## src/rtl/ones_run_generator.sv

```systemverilog
// ones_run_generator: serial stimulus source for the consecutive-ones
// detector path. Each accepted command emits run_len ones followed by
// gap_len zeros on `stream`, one bit per clock. `expect_bingo` marks every
// bit that is the 3rd or later consecutive one, i.e. where a three-ones
// detector must fire.
//
// Build option: define ONES_RUN_GENERATOR_ABORT_EN to add the `abort`
// input and the `aborted` pulse output. An abort ends the active command
// without a done pulse.
module ones_run_generator #(
    parameter int LEN_W = 8
) (
    input  logic             clk,
    input  logic             rst_b,
    input  logic             cmd_valid,
    output logic             cmd_ready,
    input  logic [LEN_W-1:0] run_len,
    input  logic [LEN_W-1:0] gap_len,
    output logic             stream,
    output logic             expect_bingo,
    output logic             busy,
    output logic             done
`ifdef ONES_RUN_GENERATOR_ABORT_EN
    ,
    input  logic             abort,
    output logic             aborted
`endif
);

    typedef enum logic [1:0] {
        S_idle  = 2'd0,
        S_ones  = 2'd1,
        S_zeros = 2'd2
    } state_t;

    localparam logic [LEN_W-1:0] CNT_ONE = LEN_W'(1);

    state_t           state_reg, state_next;
    logic [LEN_W-1:0] cnt_reg, cnt_next;   // bits left in the current phase
    logic [LEN_W-1:0] gap_reg, gap_next;   // latched gap length
    logic [1:0]       ones_reg, ones_next; // saturating consecutive-ones count
    logic             stream_reg, stream_next;
    logic             bingo_reg, bingo_next;
    logic             done_reg, done_next;
    logic             zero_cmd;            // accepted command with no bits at all
    logic             abort_hit;           // abort taken this edge

`ifdef ONES_RUN_GENERATOR_ABORT_EN
    logic aborted_reg, aborted_next;
    assign abort_hit    = abort && (state_reg != S_idle);
    assign aborted_next = abort_hit;
`else
    assign abort_hit = 1'b0;
`endif

    // State register plus the phase counter and latched gap length.
    always_ff @(posedge clk) begin
        if (!rst_b) begin
            state_reg <= S_idle;
            cnt_reg   <= '0;
            gap_reg   <= '0;
        end else begin
            state_reg <= state_next;
            cnt_reg   <= cnt_next;
            gap_reg   <= gap_next;
        end
    end

    // Next-state logic: counters load on acceptance and a phase ends when its
    // counter reaches one, so no counter ever wraps.
    always_comb begin
        state_next = state_reg;
        cnt_next   = cnt_reg;
        gap_next   = gap_reg;
        zero_cmd   = 1'b0;
        unique case (state_reg)
            S_idle: begin
                if (cmd_valid) begin
                    gap_next = gap_len;
                    if (run_len != '0) begin
                        state_next = S_ones;
                        cnt_next   = run_len;
                    end else if (gap_len != '0) begin
                        state_next = S_zeros;
                        cnt_next   = gap_len;
                    end else begin
                        zero_cmd = 1'b1;
                    end
                end
            end
            S_ones: begin
                if (cnt_reg == CNT_ONE) begin
                    if (gap_reg != '0) begin
                        state_next = S_zeros;
                        cnt_next   = gap_reg;
                    end else begin
                        state_next = S_idle;
                    end
                end else begin
                    cnt_next = cnt_reg - CNT_ONE;
                end
            end
            S_zeros: begin
                if (cnt_reg == CNT_ONE) begin
                    state_next = S_idle;
                end else begin
                    cnt_next = cnt_reg - CNT_ONE;
                end
            end
            default: state_next = S_idle;
        endcase
        if (abort_hit) begin
            state_next = S_idle;
        end
    end

    // Output decode: the registered outputs describe the bit emitted while in
    // state_next, which gives the one-cycle latency from acceptance to bit.
    always_comb begin
        stream_next = (state_next == S_ones);
        ones_next   = 2'd0;
        if (stream_next) begin
            ones_next = (ones_reg == 2'd3) ? 2'd3 : ones_reg + 2'd1;
        end
        // ones_reg counts the ones up to and including the current bit, so
        // two or more means the next one is at least the third in a row.
        bingo_next = stream_next && (ones_reg >= 2'd2);
        done_next  = zero_cmd
                   || ((state_next == S_ones)  && (cnt_next == CNT_ONE) && (gap_next == '0))
                   || ((state_next == S_zeros) && (cnt_next == CNT_ONE));
    end

    // Output registers.
    always_ff @(posedge clk) begin
        if (!rst_b) begin
            stream_reg <= 1'b0;
            bingo_reg  <= 1'b0;
            done_reg   <= 1'b0;
            ones_reg   <= 2'd0;
        end else begin
            stream_reg <= stream_next;
            bingo_reg  <= bingo_next;
            done_reg   <= done_next;
            ones_reg   <= ones_next;
        end
    end

`ifdef ONES_RUN_GENERATOR_ABORT_EN
    // One-cycle pulse following an accepted abort.
    always_ff @(posedge clk) begin
        if (!rst_b) begin
            aborted_reg <= 1'b0;
        end else begin
            aborted_reg <= aborted_next;
        end
    end

    assign aborted = aborted_reg;
`endif

    assign stream       = stream_reg;
    assign expect_bingo = bingo_reg;
    assign done         = done_reg;
    assign busy         = (state_reg != S_idle);
    assign cmd_ready    = (state_reg == S_idle);

endmodule

```

## config.mk

```make
export PLATFORM = sky130hd
export DESIGN_NAME = ones_run_generator
export DESIGN_NICKNAME = d
export VERILOG_FILES = /design/src/rtl/ones_run_generator.sv
export SDC_FILE = /design/constraint.sdc
export NUM_CORES = 1
export LEC_CHECK = 0
export ABC_CLOCK_PERIOD_IN_PS = 3500
export CORE_MARGIN = 3
export CORE_UTILIZATION = 60
export CTS_BUF_LIST = sky130_fd_sc_hd__clkbuf_4
export DETAILED_ROUTE_END_ITERATION = 8
export PLACE_DENSITY = 0.88
export SETUP_SLACK_MARGIN = 0.2
export SYNTH_ARGS = -nofsm -noshare
export SYNTH_HDL_FRONTEND = slang
export SYNTH_SLANG_ARGS = --single-unit
```

## constraint.sdc

```tcl
create_clock -name clk -period 3.5 [get_ports clk]
set_input_delay 0.7 -clock clk [delete_from_list [all_inputs] [get_ports clk]]
set_output_delay 0.7 -clock clk [all_outputs]
set_load 0.03 [all_outputs]
```

=== Word-level counts from Yosys, hierarchy flattened ===
Index checks and enable logic that the tools add are counted.

* Bits in read-only memories: 0
* Memories kept: 0
* Bits in registers: 23
* Word-level logic and storage cells: 51
* Bits in latches: 0
* Output and inout port bits: 5
* RAM bits: 0

* Multiplexer cells: 21
* Equal/unequal tests: 7
* Reductions and logical operators: 13
* Magnitude comparators: 1
* Multiply operators: 0
* Shifts and indexed selects: 0
* Add/subtract/negate cells: 2
* Div/mod/pow operators: 0
* Bitwise operators: 0

{| class="wikitable"
|+ Operators with widths
! kind !! count
|-
| two-way mux 8 bit || 8
|-
| one-hot mux 8 bit (3 select lines) || 1
|-
| nonzero test 8 bit || 3
|-
| == test 8 x 1 -> 1 bit, second input constant || 2
|-
| two-way mux 2 bit || 7
|-
| logical NOT 8 bit || 1
|-
| subtractor 8 x 1 -> 8 bit, second input constant || 1
|-
| == test 2 bit, second input constant || 3
|-
| one-hot mux 2 bit (3 select lines) || 1
|-
| == test 2 x 1 -> 1 bit, second input constant || 2
|-
| logical AND 1 bit || 4
|-
| two-way mux 1 bit || 4
|-
| adder 2 x 1 -> 2 bit, second input constant || 1
|-
| >= comparator 2 bit, second input constant || 1
|-
| logical NOT 2 bit || 1
|-
| logical OR 1 bit || 2
|-
| AND reduction 2 bit || 1
|-
| nonzero test 2 bit || 1
|}

=== Logic depth before layout (Yosys ltp) ===
Gate-level depths: netlist of the first run.

* Word-level depth: 10
* Mapped depth: 9
* Gate-level depth less buffers: 9

=== Least setup slack after synthesis of the first run ===
Ideal clock, no wire load.

* Kind: reg-to-reg
* Start point: reg state_reg[1]
* End point: reg done_reg, in the netlist done
* Period minus slack after synthesis: 2099 ps
* Buffers on the path: 2
* Cell stages (with the launch flop): 10
* Setup slack: 1401 ps
* Arrival: 2030 ps
* Cell sequence: dfxtp_1 -> clkbuf_8 -> or2_1 -> inv_1 -> nand2_2 -> clkbuf_1 -> nor2_1 -> a211oi_1 -> nand4_1 -> o21ai_1

* Elaborated cells between the ends (all ways): 21
* Those cells by class: eq/ne (5); mux (9); reduce/logical (7)

{| class="wikitable"
|+ RTL lines
! element !! RTL line !! source
|-
| start: declaration || 38 || <nowiki>state_t state_reg, state_next;</nowiki>
|-
| start signal: assignment || 59 || <nowiki>state_reg <= S_idle;</nowiki>
|-
| start signal: assignment || 63 || <nowiki>state_reg <= state_next;</nowiki>
|-
| logical NOT 2 bit * || - ||
|-
| net cmd_ready || 16 || <nowiki>output logic cmd_ready,</nowiki>
|-
| one-hot mux 8 bit (3 select lines) / one-hot mux 2 bit (3 select lines) (equally long branches) || 76 || <nowiki>unique case (state_reg)</nowiki>
|-
| == test 8 x 1 -> 1 bit / == test 2 x 1 -> 1 bit (equally long branches) || 129, 130 ||
|-
| logical AND 1 bit (2 in a row) || 129 || <nowiki>|| ((state_next == S_ones) && (cnt_next == CNT_ONE) && (gap_next == '0))</nowiki>
|-
| logical OR 1 bit || 129 ||
|-
| logical OR 1 bit * || 130 || <nowiki>|| ((state_next == S_zeros) && (cnt_next == CNT_ONE));</nowiki>
|-
| end signal: assignment || 143 || <nowiki>done_reg <= done_next;</nowiki>
|-
| end: declaration || 44 || <nowiki>logic done_reg, done_next;</nowiki>
|}

Mark *: on every way through the listed nets, which the timed path passes. The rest lies on a longest branch.
A chain may end at the register's enable or synchronous reset.

=== Worst setup path after layout of the first run ===
* Start point: reg state_reg[0]
* End point: out cmd_ready

* Word-level cells in the longest chain between the ends: 1

{| class="wikitable"
|+ Ends and longest elaborated chain
! element !! RTL line !! source
|-
| logical NOT 2 bit || 165 || <nowiki>assign cmd_ready = (state_reg == S_idle);</nowiki>
|-
| end: declaration || 16 ||
|}

No other way between the ends.

==> results.md, run 1 <==
* Critical setup path kind: flip-flop to primary output
* Hold WC Path Type: flip-flop to flip-flop
* Slowest cell delay on critical path at 0.70 ns
* Met3 wire length at 404 µm
* Max-cap violation count at 0
* # Post-CTS Setup Buffers at 0
* DRC viols at 0
* Crit path time final at ~2.7 ns
* Share of post-route cells with drive strength above 1 at 9.62%
* Clock transition at path regs at ~0.14 ns
* Final Max Slew Viols at 0
* Required time worst endpoint at 2.80 ns
* Area growth from synthesis to layout at 13.0%
* Mapped cell area at approximately 1600 µm²
* All-layer global routing usage at 29.1%
* Crit path max-delay family: buffers and inverters
* Final ANT Viol Nets at 0
* Headroom to the max-slew limit at 55.6%
* Max layer used: met4
* CP arrival at just under 2 ns
* Max Root-Sink Buffers at 2
* Hpwl dp at 3.47 mm
* DR pass1 iterations at 4
* Setup crit start kind: flip-flop
* Status: completed
* Final Non-Filler Cells at 236
* FMAX at about 380 MHz
* Worst-Margin Slew at 0.664 ns
* Commonest cells post-synth: nand2_1 (31), dfxtp_1 (23), a21boi_0 (13)
* Clk Latency, worst-skew pair at 0.32 ns
* Post-synth ARST share at 0%
* Worst Path Max Fanout at 12
* Die area at 3250 µm²
* Sequential area share after synthesis at 29.5%
* Lkg Pwr at between 0.6 and 0.7 nW
* Setup Total Neg Slack at 0 ns
* Power Dens Cells at 419 nW/µm²
* Root Driver: clkbuf_4
* Final Wtd Congestion at 0.987
* Post-synth top area share at between 20% and 30%
* Post-synth EDFFs at 0
* First-pass GRT wire length at 7.38 mm
* Area of the multi-input gates at 982 µm²
* Post-synth top flop: dfxtp_1
* Vias in the first global route at between 1500 and 2000
* Placement Cell Area at approximately 1700 µm²
* Fin area at approximately 1800 µm²
* Mean Syn Cell Area at around 8.2 µm²
* Via count at 1596
* Placed insts at 232
* RSZ-0062 raised after global routing: no
* Core area at roughly 2300 µm²
* Fin crit share at 76.1%
* Syn_nets at roughly 210
* Count leader, synth: nand2_1
* M1 WL at 1.78 mm
* Slowest cell on crit path: clkdlybuf4s50_1
* Biggest area consumer among synthesized cells: dfxtp_1
* Endpoint class of the critical path: primary output
* Via density at slightly below 7
* Cell chain of the critical path: or2_1, inv_1, clkdlybuf4s50_1
* WL per Instance at 18.8 µm
* Yosys reg bits at 23
* Post-cts sizing count at 0
* Initial antenna violation count at 0
* CTS tree: built
* Cells after Synth at around 190
* Met2 WL at 2.12 mm
* FF+latch area at 460 µm²
* Buf+Inv Stages, Crit Path at 2
* Total Wirelength at ~4.4 mm
* Largest net degree at the start of global routing at 23
* Starting Density at between 60% and 70%
* CTS Buf Count at 3
* Initial drt markers at around 150
* Largest cells by area after synthesis: dfxtp_1 (30%), nand2_1 (7.5%), a21boi_0 (6.3%), a21oi_1 (3.5%), nor2_1 (2.6%)
* Final hold vios at 0
* Fillers at 187
* # hold bufs at CTS at 0
* GR Overflow Total at 0
* Synth warn at 0
* Buffers on Ports at 23
* Clk_skew at between 0.001 and 0.0015 ns
* Io pins at 24
* Rows at 17
* H-tree Lvls at 1
* Netlist cell types at 62
* # diodes at 0
* Nets@finish at 230
* Max VDD drop at 0.313 mV
* Endpoints failing setup at 0
* Die Wd at 57.0 µm
* Die height at 57.0 µm
* TritonCTS Sinks at 23
power by group:
part           switching, mW  leakage, nW  internal (mW)  total, mW
Sequential            0.0393        0.189          0.287      0.326
Combinational          0.160        0.425          0.120      0.280
Clock                 0.0888       0.0177         0.0428      0.132
Total                  0.288        0.632          0.449      0.737
layout make-up:
| type | count | area share [%] |
|---|---|---|
| Timing Repair Buffer | 23 | 13.1 |
| Tap cell | 28 | 1.99 |
| Clock inverter | 1 | 0.284 |
| Multi-Input combinational cell | 151 | 55.8 |
| Clock buffer | 3 | 1.28 |
| Inverter | 7 | 1.49 |
| Sequential cell | 23 | 26.1 |
worst paths after layout:
kind                                              start                     end  slack (ns)  cells after the start
worst max-delay path            state_reg[0]$_SDFF_PN0_               cmd_ready        0.84                      3
worst min-delay path             ones_reg[0]$_SDFF_PN0_  ones_reg[1]$_SDFF_PN0_        0.49                      1
worst max register to register    cnt_reg[0]$_SDFF_PN0_         done$_SDFF_PN0_        1.13                      8
worst min register to register   ones_reg[0]$_SDFF_PN0_  ones_reg[1]$_SDFF_PN0_        0.49                      1
stage by stage:
stage	total power, mW	setup WS (ns)	util (%)	hold WS [ns]
after floorplan	0.525	1.40	-	0.420
after global placement	0.590	0.858	74.1	0.427
after detailed placement	0.604	0.781	74.1	0.461
after CTS	0.727	0.883	75.3	0.491
after global routing	0.779	0.815	75.3	0.521
final	0.737	0.837	75.3	0.491
cells in the final DEF, fill, tap and decap left out, types with 2 or more instances in the layout:
master / count
and4_1: 2
nor3b_1: 2
o21ai_0: 4
o22ai_1: 3
nand4_1: 4
clkbuf_4: 3
nor3_1: 3
o21a_1: 2
dfxtp_1: 23
a221oi_1: 2
clkdlybuf4s50_1: 23
a211oi_1: 2
nor4_2: 2
nor2_1: 11
a31oi_1: 4
nand2_1: 31
xnor2_1: 2
o311a_1: 2
o21ai_1: 3
nor2b_1: 4
a21boi_0: 13
a21oi_1: 11
inv_1: 7
nor4_1: 4
and2_1: 4
xor2_1: 2
ha_1: 2
nand3_1: 2
layer usage:
metal / up-vias / global-route usage [%]
li1: 744 / -
met1: 729 / 35.9
met2: 106 / 48.9
met3: 17 / 5.88
met4: 0 / 12.6
met5: - / 0
logic make-up after synthesis:
logic type      after synthesis  synth area share (%)
compound gates               62                  28.9
fa+ha+maj                     3                  2.25
buf+inv                      17                  7.46
xor+xnor                      4                  2.25
flops                        23                  29.5
simple gates                 82                  29.6
Power figures use the tool's default switching activity.
==> run 2, diff against run 1 <==
--- a/config.mk
+++ b/config.mk
@@ -5,12 +5,12 @@
 export SDC_FILE = /design/constraint.sdc
 export NUM_CORES = 1
 export LEC_CHECK = 0
-export ABC_CLOCK_PERIOD_IN_PS = 3500
+export ABC_CLOCK_PERIOD_IN_PS = 2500
 export CORE_MARGIN = 3
-export CORE_UTILIZATION = 60
+export CORE_UTILIZATION = 56
 export CTS_BUF_LIST = sky130_fd_sc_hd__clkbuf_4
 export DETAILED_ROUTE_END_ITERATION = 8
-export PLACE_DENSITY = 0.88
+export PLACE_DENSITY = 0.82
 export SETUP_SLACK_MARGIN = 0.2
 export SYNTH_ARGS = -nofsm -noshare
 export SYNTH_HDL_FRONTEND = slang
==> constraint.sdc (replaced) <==
create_clock -name clk -period 2.5 [get_ports clk]
set_input_delay 0.5 -clock clk [delete_from_list [all_inputs] [get_ports clk]]
set_output_delay 0.5 -clock clk [all_outputs]
set_load 0.03 [all_outputs]
==> run 2 against run 1 <==
Compared with the run above:
- clock-buffer cell count stayed put
- via count is 1.5% higher
- utilization decreased by 3.6 points
- wire length grew 0.74%
- design area grew 4.5%
- sequential share of layout area shrank 0.98 points
- clock skew rose by 0.0025 ns
- highest routed layer unchanged
- cell count is 3.8% higher
- die area grew 6.4%
- combinational power rose by 48%
- clock power is 38% higher
- first-iteration DRC count is 2.7% lower
==> results.md, run 2 (synthesis gave the netlist of run 1 again) <==
* Final Wtd Congestion at a little over 0.9
* Via count at ~1600
* Endpoints failing setup at 0
* Via density at between 6 and 7
* Final ANT Viol Nets at 0
* Clk Latency, worst-skew pair at 0.32 ns
* Buffers on Ports at 23
* Fin crit share at 87.3%
* H-tree Lvls at 1
* WHS Endpoint: ones_reg[0]$_SDFF_PN0_
* Rows at 18
* Max VDD drop at 0.450 mV
* Worst Path Max Fanout at 6
* Initial antenna violation count at 0
* Max-cap violation count at 0
* Most frequent cells in the layout: nand2_1 (30), clkdlybuf4s50_1 (22), dfxtp_1 (21)
* DR pass1 iterations at 4
* FMAX at 458 MHz
* Max Root-Sink Buffers at 2
* Hold_sp: ones_reg[0]$_SDFF_PN0_
* Vias in the first global route at 1541
* Hpwl dp at 3.51 mm
* First-pass GRT wire length at around 7.3 mm
* Commonest non-fill, non-tap cell in the layout: nand2_1
* Status: completed
* Total Wirelength at 4.48 mm
* Final WS setup at 0.318 ns
* Setup Total Neg Slack at 0 ns
* Area growth from synthesis to layout at 18.1%
* Placement Cell Area at 1780 µm²
* Setup crit start kind: flip-flop
* Die Wd at 58.8 µm
* DRC viols at 0
* Final hold vios at 0
* Io pins at 24
* GR Overflow Total at 0
* Worst r2r dst: done$_SDFF_PN0_
* Die area at 3450 µm²
* Core area at roughly 2600 µm²
* Crit path time final at 2.18 ns
* R2R Path Start: cnt_reg[0]$_SDFF_PN0_
* Headroom to the max-slew limit at 64.3%
* CTS tree: built
* Initial drt markers at 145
* # diodes at 0
* Starting Density at 60.7%
* Worst-Margin Slew at 0.529 ns
* Critical setup path kind: flip-flop to flip-flop
* CTS Buf Count at 3
* Worst Hold Depth at 1
* Hold WC Path Type: flip-flop to flip-flop
* Die height at 58.8 µm
* Endpoint class of the critical path: flip-flop
* Clk_skew at roughly 0.0037 ns
* Lkg Pwr at 0.671 nW
* Largest net degree at the start of global routing at 19
* CP arrival at roughly 2.5 ns
* All-layer global routing usage at 27.7%
* Fin area at 1840 µm²
* Clock transition at path regs at 0.14 ns
* RSZ-0062 raised after global routing: no
* Nets@finish at 237
* Share of post-route cells with drive strength above 1 at 15.3%
* Power Dens Cells at 571 nW/µm²
* TritonCTS Sinks at 23
* Required time worst endpoint at 2.77 ns
* R2R depth at 8
* Final Max Slew Viols at 0
* Root Driver: clkbuf_4
* DP Worst Slack at 0.102 ns
* WL per Instance at 18.3 µm
* Reg-to-reg slack, setup at 0.32 ns
==> run 2: where the power goes <==
group          total [mW]  internal [mW]  switching (mW)  leakage, nW
combinational       0.414          0.178           0.236        0.464
clock               0.182         0.0600           0.122       0.0177
sequential          0.454          0.402          0.0512        0.190
total                1.05          0.641           0.409        0.671
==> run 2: per-stage QoR <==
| stage | std cells | power, mW | hold WS [ns] | util (%) |
|---|---|---|---|---|
| after floorplan | 191 | 0.734 | 0.420 | - |
| after global placement | 240 | 0.836 | 0.425 | 69.4 |
| after detailed placement | 240 | 0.848 | 0.439 | 69.4 |
| after CTS | 244 | 1.02 | 0.464 | 70.4 |
| after global routing | 245 | 1.10 | 0.501 | 71.7 |
| final | 245 | 1.05 | 0.460 | 71.7 |
==> run 2: layout make-up <==
class | instances | area (µm²)
timing repair buffer | 30 | 282
inverter | 7 | 26.3
fill | 221 | 727
clock inverter | 1 | 5.00
clock buffer | 3 | 22.5
multi-input combinational | 151 | 1000
sequential | 23 | 463
tap | 30 | 37.5
==> run 2: routing by layer <==
metal  track usage [%]  routed length, µm  share of wire (%)
met1              35.7               1840                 41
met2              44.8               2040                 46
met3              3.95                405                9.0
met4              13.9                193                4.3
met5                 0                  0                  0
==> run 2: timing repair <==
| action | 4_1_cts | 5_1_grt |
|---|---|---|
| gates cloned | 0 | 0 |
| endpoints found under the setup margin | 1 | 2 |
| buffers inserted | 0 | 1 |
| pin swaps | 0 | 1 |
| hold buffers | 0 | 0 |
| gates resized for setup | 1 | 7 |
| hold endpoints to repair | 0 | 0 |
==> run 2: worst max-delay path by stage <==
stage	from	to	slack, ns	cells past startpoint
3_5_place_dp	run_len[0]	done$_SDFF_PN0_	0.10	8
6_report	cnt_reg[0]$_SDFF_PN0_	done$_SDFF_PN0_	0.32	8
4_1_cts	cnt_reg[0]$_SDFF_PN0_	done$_SDFF_PN0_	0.20	8
3_3_place_gp	run_len[2]	done$_SDFF_PN0_	0.14	8
2_1_floorplan	state_reg[1]$_SDFF_PN0_	done$_SDFF_PN0_	0.40	9
5_1_grt	cnt_reg[3]$_SDFF_PN0_	done$_SDFF_PN0_	0.19	7
==> run 2: worst max-delay path: stages, from the launching register on <==
cell	delay (ns)
dfxtp_2	0.43
ha_4	0.17
or3b_4	0.41
and4_1	0.22
a31o_1	0.19
a32oi_2	0.24
and4_1	0.23
nand4_1	0.10
o21ai_1	0.13
